$ cat src/rtl/weight_stream_dispatcher_if.sv
// Weight AXI-Stream bundle between the weight source and the dispatcher.
//   master : drives tvalid/tdata/tlast, samples tready
//   slave  : samples tvalid/tdata/tlast, drives tready
interface weight_stream_dispatcher_if #(
   parameter int unsigned AXIS_DATA_WIDTH = 64
);
   logic                       s_axis_w_tvalid;
   logic                       s_axis_w_tready;
   logic [AXIS_DATA_WIDTH-1:0] s_axis_w_tdata;
   logic                       s_axis_w_tlast;

   modport master (
      output s_axis_w_tvalid,
      output s_axis_w_tdata,
      output s_axis_w_tlast,
      input  s_axis_w_tready
   );

   modport slave (
      input  s_axis_w_tvalid,
      input  s_axis_w_tdata,
      input  s_axis_w_tlast,
      output s_axis_w_tready
   );
endinterface

$ cat src/rtl/weight_stream_dispatcher.sv
// Assembles AXIS_DATA_WIDTH-bit stream beats into LINE_WIDTH-bit weight lines
// and writes each line into the weight BRAM of one selected compute core.
// Ports:
//   clk, rst_n         clock, asynchronous active-low reset
//   i_load_weights     start pulse (IDLE only); i_target_layer / i_weight_base /
//                      i_num_lines are latched with it
//   axis               weight stream (slave side)
//   o_wr_en/addr/data  one-hot BRAM write strobe, address, assembled line
//   o_busy, o_done     activity flag, one-cycle completion pulse
//   o_err_tlast        sticky framing error, o_err_cfg sticky config error
module weight_stream_dispatcher #(
   parameter int unsigned AXIS_DATA_WIDTH = 64,
   parameter int unsigned NUM_TARGETS     = 5,
   parameter int unsigned LINE_WIDTH      = 1152,
   parameter int unsigned ADDR_WIDTH      = 9
) (
   input  logic                    clk,
   input  logic                    rst_n,
   input  logic                    i_load_weights,
   input  logic [3:0]              i_target_layer,
   input  logic [ADDR_WIDTH-1:0]   i_weight_base,
   input  logic [ADDR_WIDTH:0]     i_num_lines,
   weight_stream_dispatcher_if.slave axis,
   output logic [NUM_TARGETS-1:0]  o_wr_en,
   output logic [ADDR_WIDTH-1:0]   o_wr_addr,
   output logic [LINE_WIDTH-1:0]   o_wr_data,
   output logic                    o_busy,
   output logic                    o_done,
   output logic                    o_err_tlast,
   output logic                    o_err_cfg
);

   localparam int unsigned BEATS = LINE_WIDTH / AXIS_DATA_WIDTH;
   localparam int unsigned BW    = (BEATS > 1) ? $clog2(BEATS) : 1;
   localparam int unsigned LW    = ADDR_WIDTH + 1;

   // Reject line widths that are not a whole number of beats.
   if (LINE_WIDTH % AXIS_DATA_WIDTH != 0) begin : g_cfg_check
      $error("LINE_WIDTH must be a multiple of AXIS_DATA_WIDTH");
   end

   typedef enum logic [1:0] {S_IDLE, S_LOAD, S_DRAIN, S_DONE} state_t;

   state_t                  state_q, state_d;
   logic [3:0]              target_q, target_d;
   logic [ADDR_WIDTH-1:0]   base_q, base_d;
   logic [LW-1:0]           lines_q, lines_d;
   logic [BW-1:0]           beat_q, beat_d;
   logic [LW-1:0]           line_q, line_d;
   logic [LINE_WIDTH-1:0]   buf_q, buf_d, line_w;
   logic                    tready_q, tready_d;
   logic [NUM_TARGETS-1:0]  wr_en_q, wr_en_d;
   logic [ADDR_WIDTH-1:0]   wr_addr_q, wr_addr_d;
   logic [LINE_WIDTH-1:0]   wr_data_q, wr_data_d;
   logic                    busy_q, busy_d;
   logic                    done_q, done_d;
   logic                    et_q, et_d;
   logic                    ec_q, ec_d;

   logic accept, last_beat, last_line, final_beat, cfg_ok;

   assign accept     = axis.s_axis_w_tvalid && tready_q;
   assign last_beat  = (beat_q == BW'(BEATS - 1));
   assign last_line  = (line_q == lines_q - LW'(1));
   assign final_beat = last_beat && last_line;
   assign cfg_ok     = (32'(i_target_layer) < NUM_TARGETS) && (i_num_lines != '0);

   // State register.
   always_ff @(posedge clk or negedge rst_n) begin
      if (!rst_n) state_q <= S_IDLE;
      else        state_q <= state_d;
   end

   // Next-state logic.
   always_comb begin
      state_d = state_q;
      case (state_q)
         S_IDLE:  if (i_load_weights) state_d = cfg_ok ? S_LOAD : S_DRAIN;
         S_LOAD: begin
            if (accept) begin
               if (axis.s_axis_w_tlast && !final_beat) state_d = S_DONE;
               else if (final_beat) state_d = axis.s_axis_w_tlast ? S_DONE : S_DRAIN;
            end
         end
         S_DRAIN: if (accept && axis.s_axis_w_tlast) state_d = S_DONE;
         S_DONE:  state_d = S_IDLE;
         default: state_d = S_IDLE;
      endcase
   end

   // Output and datapath next values; status outputs follow the next state so
   // they are registered yet aligned with the state they describe.
   always_comb begin
      target_d  = target_q;
      base_d    = base_q;
      lines_d   = lines_q;
      beat_d    = beat_q;
      line_d    = line_q;
      buf_d     = buf_q;
      wr_en_d   = '0;
      wr_addr_d = wr_addr_q;
      wr_data_d = wr_data_q;
      et_d      = et_q;
      ec_d      = ec_q;
      tready_d  = (state_d == S_LOAD) || (state_d == S_DRAIN);
      busy_d    = (state_d != S_IDLE);
      done_d    = (state_d == S_DONE);
      line_w    = buf_q;
      for (int unsigned k = 0; k < BEATS; k++) begin
         if (beat_q == BW'(k)) line_w[k*AXIS_DATA_WIDTH +: AXIS_DATA_WIDTH] = axis.s_axis_w_tdata;
      end

      case (state_q)
         S_IDLE: begin
            if (i_load_weights) begin
               target_d = i_target_layer;
               base_d   = i_weight_base;
               lines_d  = i_num_lines;
               beat_d   = '0;
               line_d   = '0;
               et_d     = 1'b0;
               ec_d     = !cfg_ok;
            end
         end
         S_LOAD: begin
            if (accept) begin
               buf_d = line_w;
               if (axis.s_axis_w_tlast && !final_beat) begin
                  // Early end of frame: partial line is dropped.
                  beat_d = '0;
                  et_d   = 1'b1;
               end else if (last_beat) begin
                  wr_en_d   = NUM_TARGETS'(1) << target_q;
                  wr_addr_d = ADDR_WIDTH'(base_q + line_q[ADDR_WIDTH-1:0]);
                  wr_data_d = line_w;
                  beat_d    = '0;
                  line_d    = line_q + LW'(1);
                  if (last_line && !axis.s_axis_w_tlast) et_d = 1'b1;
               end else begin
                  beat_d = beat_q + BW'(1);
               end
            end
         end
         default: ;
      endcase
   end

   // Datapath and output registers.
   always_ff @(posedge clk or negedge rst_n) begin
      if (!rst_n) begin
         target_q  <= '0;
         base_q    <= '0;
         lines_q   <= '0;
         beat_q    <= '0;
         line_q    <= '0;
         buf_q     <= '0;
         tready_q  <= 1'b0;
         wr_en_q   <= '0;
         wr_addr_q <= '0;
         wr_data_q <= '0;
         busy_q    <= 1'b0;
         done_q    <= 1'b0;
         et_q      <= 1'b0;
         ec_q      <= 1'b0;
      end else begin
         target_q  <= target_d;
         base_q    <= base_d;
         lines_q   <= lines_d;
         beat_q    <= beat_d;
         line_q    <= line_d;
         buf_q     <= buf_d;
         tready_q  <= tready_d;
         wr_en_q   <= wr_en_d;
         wr_addr_q <= wr_addr_d;
         wr_data_q <= wr_data_d;
         busy_q    <= busy_d;
         done_q    <= done_d;
         et_q      <= et_d;
         ec_q      <= ec_d;
      end
   end

   assign axis.s_axis_w_tready = tready_q;
   assign o_wr_en     = wr_en_q;
   assign o_wr_addr   = wr_addr_q;
   assign o_wr_data   = wr_data_q;
   assign o_busy      = busy_q;
   assign o_done      = done_q;
   assign o_err_tlast = et_q;
   assign o_err_cfg   = ec_q;

endmodule
$ cat src/flat_wrapper.sv
// flat-port wrapper written by rule: the top's interface ports become plain ports
module weight_stream_dispatcher_flat 
#(
   parameter int unsigned AXIS_DATA_WIDTH = 64,
   parameter int unsigned NUM_TARGETS     = 5,
   parameter int unsigned LINE_WIDTH      = 1152,
   parameter int unsigned ADDR_WIDTH      = 9
)
  (clk, rst_n, i_load_weights, i_target_layer, i_weight_base, i_num_lines, o_wr_en, o_wr_addr, o_wr_data, o_busy, o_done, o_err_tlast, o_err_cfg, axis_s_axis_w_tvalid, axis_s_axis_w_tdata, axis_s_axis_w_tlast, axis_s_axis_w_tready);
  weight_stream_dispatcher_if #(.AXIS_DATA_WIDTH(AXIS_DATA_WIDTH)) axis_i ();
  input  logic clk;
  input  logic rst_n;
  input  logic i_load_weights;
  input  logic [3:0] i_target_layer;
  input  logic [ADDR_WIDTH-1:0] i_weight_base;
  input  logic [ADDR_WIDTH:0] i_num_lines;
  output logic [NUM_TARGETS-1:0] o_wr_en;
  output logic [ADDR_WIDTH-1:0] o_wr_addr;
  output logic [LINE_WIDTH-1:0] o_wr_data;
  output logic o_busy;
  output logic o_done;
  output logic o_err_tlast;
  output logic o_err_cfg;
  input wire logic [$bits(axis_i.s_axis_w_tvalid)-1:0] axis_s_axis_w_tvalid;
  input wire logic [$bits(axis_i.s_axis_w_tdata)-1:0] axis_s_axis_w_tdata;
  input wire logic [$bits(axis_i.s_axis_w_tlast)-1:0] axis_s_axis_w_tlast;
  output wire logic [$bits(axis_i.s_axis_w_tready)-1:0] axis_s_axis_w_tready;
  assign axis_i.s_axis_w_tvalid = axis_s_axis_w_tvalid;
  assign axis_i.s_axis_w_tdata = axis_s_axis_w_tdata;
  assign axis_i.s_axis_w_tlast = axis_s_axis_w_tlast;
  assign axis_s_axis_w_tready = axis_i.s_axis_w_tready;
  weight_stream_dispatcher #(.AXIS_DATA_WIDTH(AXIS_DATA_WIDTH), .NUM_TARGETS(NUM_TARGETS), .LINE_WIDTH(LINE_WIDTH), .ADDR_WIDTH(ADDR_WIDTH)) u_core (.clk(clk), .rst_n(rst_n), .i_load_weights(i_load_weights), .i_target_layer(i_target_layer), .i_weight_base(i_weight_base), .i_num_lines(i_num_lines), .axis(axis_i), .o_wr_en(o_wr_en), .o_wr_addr(o_wr_addr), .o_wr_data(o_wr_data), .o_busy(o_busy), .o_done(o_done), .o_err_tlast(o_err_tlast), .o_err_cfg(o_err_cfg));
endmodule
$ cat config.mk
export PLATFORM = sky130hd
export DESIGN_NAME = weight_stream_dispatcher_flat
export DESIGN_NICKNAME = d
export VERILOG_FILES = /design/src/rtl/weight_stream_dispatcher_if.sv /design/src/rtl/weight_stream_dispatcher.sv /design/src/flat_wrapper.sv
export SDC_FILE = /design/constraint.sdc
export NUM_CORES = 2
export LEC_CHECK = 0
export BUFFER_PORTS_ARGS = -buffer_cell sky130_fd_sc_hd__buf_2
export CORE_AREA = 2 2 496 498
export CTS_CLUSTER_SIZE = 16
export DETAILED_ROUTE_END_ITERATION = 10
export DIE_AREA = 0 0 498 500
export HOLD_SLACK_MARGIN = 0.15
export SYNTH_ARGS = -nofsm -noshare
export SYNTH_HDL_FRONTEND = slang
export SYNTH_SLANG_ARGS = --single-unit
$ cat constraint.sdc
create_clock -name clk -period 2.7 [get_ports clk]
set_input_delay 0.54 -clock clk [delete_from_list [all_inputs] [get_ports clk]]
set_output_delay 0.54 -clock clk [all_outputs]
set_load 0.05 [all_outputs]
==> run_results.csv <==
group,metric,value,unit
run_status,status,"complete, but fails checks",
run_status,violations,"negative setup slack",
synth,seq_area_frac_synth,57.8,%
drt,initialDrtViolationCount,3716,
worst_hold_path,hold_path.class,"primary input to register",
timing,fmax,317,MHz
synth,syn_avg_cell_area,15.2,sq um
cells_and_area,final_area,123000,sq um
placement,place_congestion,0.835,
placement,postPlaceCellArea,112000,sq um
timing,fin_hold_ws,0.365,ns
die,pin_count,1263,
setup_path,crit_fanout,8,
timing,fin_ws,-0.451,ns
die,rows,182,
global_routing,overflow,0,
setup_path,setup.worst_path.class,"register to register",
setup_path,cp.arrival,3.87,ns
cts,clock_sinks,2299,
power,ir_worst_vdd,546,uV
synth,synth_cell_types,57,
drt,via_count,61331,
cts,clock_path_buffers,3,
cells_and_area,area_growth,23.5,%
die,die_width,498,um
global_routing,antenna_found_initial,13,
setup_path,crit_required,3.42,ns
die,design.die.area,249000,sq um
job,maxCapViolCount,0,
drt,drc,0,
power,power.total,78.7,mW
setup_path,r2r_start,"u_core.lines_q[1]",
synth,ys.flop_type,"dfrtp_1",
drt,routedWlPerCell,29.6,um
cts,htreeDepth,4,
drt,routed_wl,335,mm
placement,dp_hpwl,220,mm
timing,drv_slew,0,
synth,synth_cells,6529,
global_routing,grt_pass1_wl,472,mm
synth,async_reset_ff_share,100,%
cts,clk_latency,0.91,ns
synth,yosysWarnings,0,
cts,root_buffer,"clkbuf_16",
setup_path,end_kind,"register",
global_routing,track_usage,26.1,%
die,die_h,500,um
drt,drt.antenna.violating_nets,0,
drt,via_per_inst,5.42,
placement,port_buffers,1262,
power,powerDensity,640,nW/um^2
worst_hold_path,hp-start,"axis_s_axis_w_tdata[18]",
cts,cts_tree,"built",
synth,synth-edff-count,0,
timing,final_hold_viol_count,0,
global_routing,first_global_vias,62977,
global_routing,grt_max_degree,121,
cells_and_area,nNetsFinal,7991,
power,p_leak,66.0,nW
synth,synth_nets,6639,
synth,synth.cell_area,99600,sq um
timing,post-route-min-period,3.15,ns
setup_path,cp-startpoint,"u_core.lines_q[1]",
cells_and_area,drive_gt1_share,62.3,%
synth,synth-seq-cells,2299,
cells_and_area,fin_util,50.3,%
drt,firstDrtPassIters,5,
timing,rsz0062_at_grt,"yes",
cts,cts_inserted_buffers,237,
timing,period_share,117,%
die,core,244000,sq um
timing,clock_skew,0.0749,ns
setup_path,reg2reg_slack,-0.45,ns
timing,worst_pin_slew,0.965,ns
die,initial_core_util,40.7,%
setup_path,critPathLaunchType,"register",
cts,cts.clk_slew.worst_paths,0.06,ns
timing,setup-violations-final,1195,
timing,slew_headroom,35.7,%
## synth_stat cells (5+ instances only)
library cell	count	area share, %
and3_1	5	0.031
dfrtp_1	2299	58
mux2_2	2785	31
nand2_1	95	0.36
clkbuf_1	431	1.6
buf_2	69	0.35
nand2b_1	16	0.10
xnor2_1	12	0.11
mux2_1	549	6.2
ha_1	17	0.21
a21oi_1	7	0.035
mux2i_1	11	0.11
nor3_1	8	0.040
xor2_1	5	0.044
nor2_1	23	0.087
a21o_1	5	0.038
or3_1	8	0.050
buf_6	10	0.11
o21ai_0	21	0.11
buf_4	52	0.39
o41ai_1	5	0.044
inv_1	14	0.053
nor4_1	6	0.038
nand3_1	11	0.055
nand4_1	9	0.057
## worst paths after layout
| path | depth (start not counted) | endpoint |
|---|---|---|
| hold / removal | 2 | u_core.o_wr_data[1106] |
| max in group asynchronous | 4 | u_core.buf_q[674] |
| min in group asynchronous | 3 | u_core.o_wr_data[388] |
| setup / recovery | 12 | u_core.o_wr_data[683] |
| setup reg to reg | 12 | u_core.o_wr_data[683] |
| hold reg to reg | 1 | u_core.o_wr_data[906] |
## cell families after synthesis
family / Yosys count / synth area share (%)
muxes: 3345 / 37.8
DFF: 2299 / 57.8
buffers and inverters: 579 / 2.54
and+or+nand+nor: 204 / 1.01
AOI/OAI and AO/OA: 67 / 0.464
adders and majority gates: 18 / 0.234
xor gates and xnor gates: 17 / 0.150
## layer usage
layer / vias up / share of wire [%] / GRT usage (%)
met2: 1774 / 46 / 41.4
met1: 33091 / 45 / 36.1
met3: 478 / 5.1 / 4.40
li1: 25988 / - / -
met4: 0 / 3.9 / 9.38
met5: - / 0 / 0
## per-stage QoR
step                      TNS (ns)  cells  setup WS, ns
after floorplan             -62.24   6529       -0.0779
after global placement     -620.14  10775        -0.692
after detailed placement   -547.55  10775        -0.629
after CTS                  -377.12  11260        -0.437
after global routing       -491.77  11301        -0.562
final                      -333.24  11309        -0.451
## placed cells by master, fill, tap and decap left out, drive strengths merged, types with 18 or more instances in the layout
| cell type | netlist | final |
|---|---|---|
| nand2 | 95 | 95 |
| mux2 | 3334 | 3334 |
| o21ai | 22 | 22 |
| nor2 | 23 | 23 |
| dfrtp | 2299 | 2299 |
| buf | 133 | 1625 |
| inv | 14 | 18 |
| clkbuf | 431 | 377 |
| bufinv | 0 | 18 |
| clkinv | 1 | 58 |
| dlygate4sd3 | 0 | 28 |
## sequential cells by signal, summed over array words and instances, names as in the netlist, 2 cells and up
register / cells
u_core.base_q: 9
u_core.beat_q: 5
u_core.buf_q: 1088
u_core.line_q: 10
u_core.lines_q: 10
u_core.o_wr_addr: 9
u_core.o_wr_data: 1152
u_core.o_wr_en: 5
u_core.state_q: 2
u_core.target_q: 4
## area by class of cell
cell class | instances | area, sq um
multi-input combinational | 3651 | 40800
sequential | 2299 | 57500
clock buffer | 355 | 7040
clock inverter | 81 | 1110
fill | 20847 | 121000
antenna | 11 | 27.5
timing repair buffer | 1677 | 12400
inverter | 15 | 56.3
tap | 3220 | 4030
## critical path, cell delays in order, from the launching register on
cell	delay [ns]
dfrtp_1	0.40
or4_4	0.58
buf_6	0.15
or4_4	0.41
nand4_1	0.11
and2_4	0.18
o31ai_4	0.08
buf_6	0.14
buf_16	0.15
buf_12	0.17
buf_4	0.18
buf_4	0.15
mux2_1	0.31
## where the power goes
| group | leakage [nW] | internal (mW) | total [mW] | switching (mW) |
|---|---|---|---|---|
| clock network | 4.02 | 19.7 | 34.1 | 14.4 |
| registers | 31.9 | 35.9 | 36.7 | 0.801 |
| logic | 30.0 | 3.59 | 7.93 | 4.34 |
| total | 66.0 | 59.2 | 78.7 | 19.5 |
## repair_timing
item,CTS,global route
buffers inserted,11,16
hold buffers,28,0
setup endpoints to repair,1201,1227
endpoints found under the hold margin,1017,0
resized for setup,109,261
pin swaps,3,3
cloned,10,24
Power figures use the tool's default switching activity.
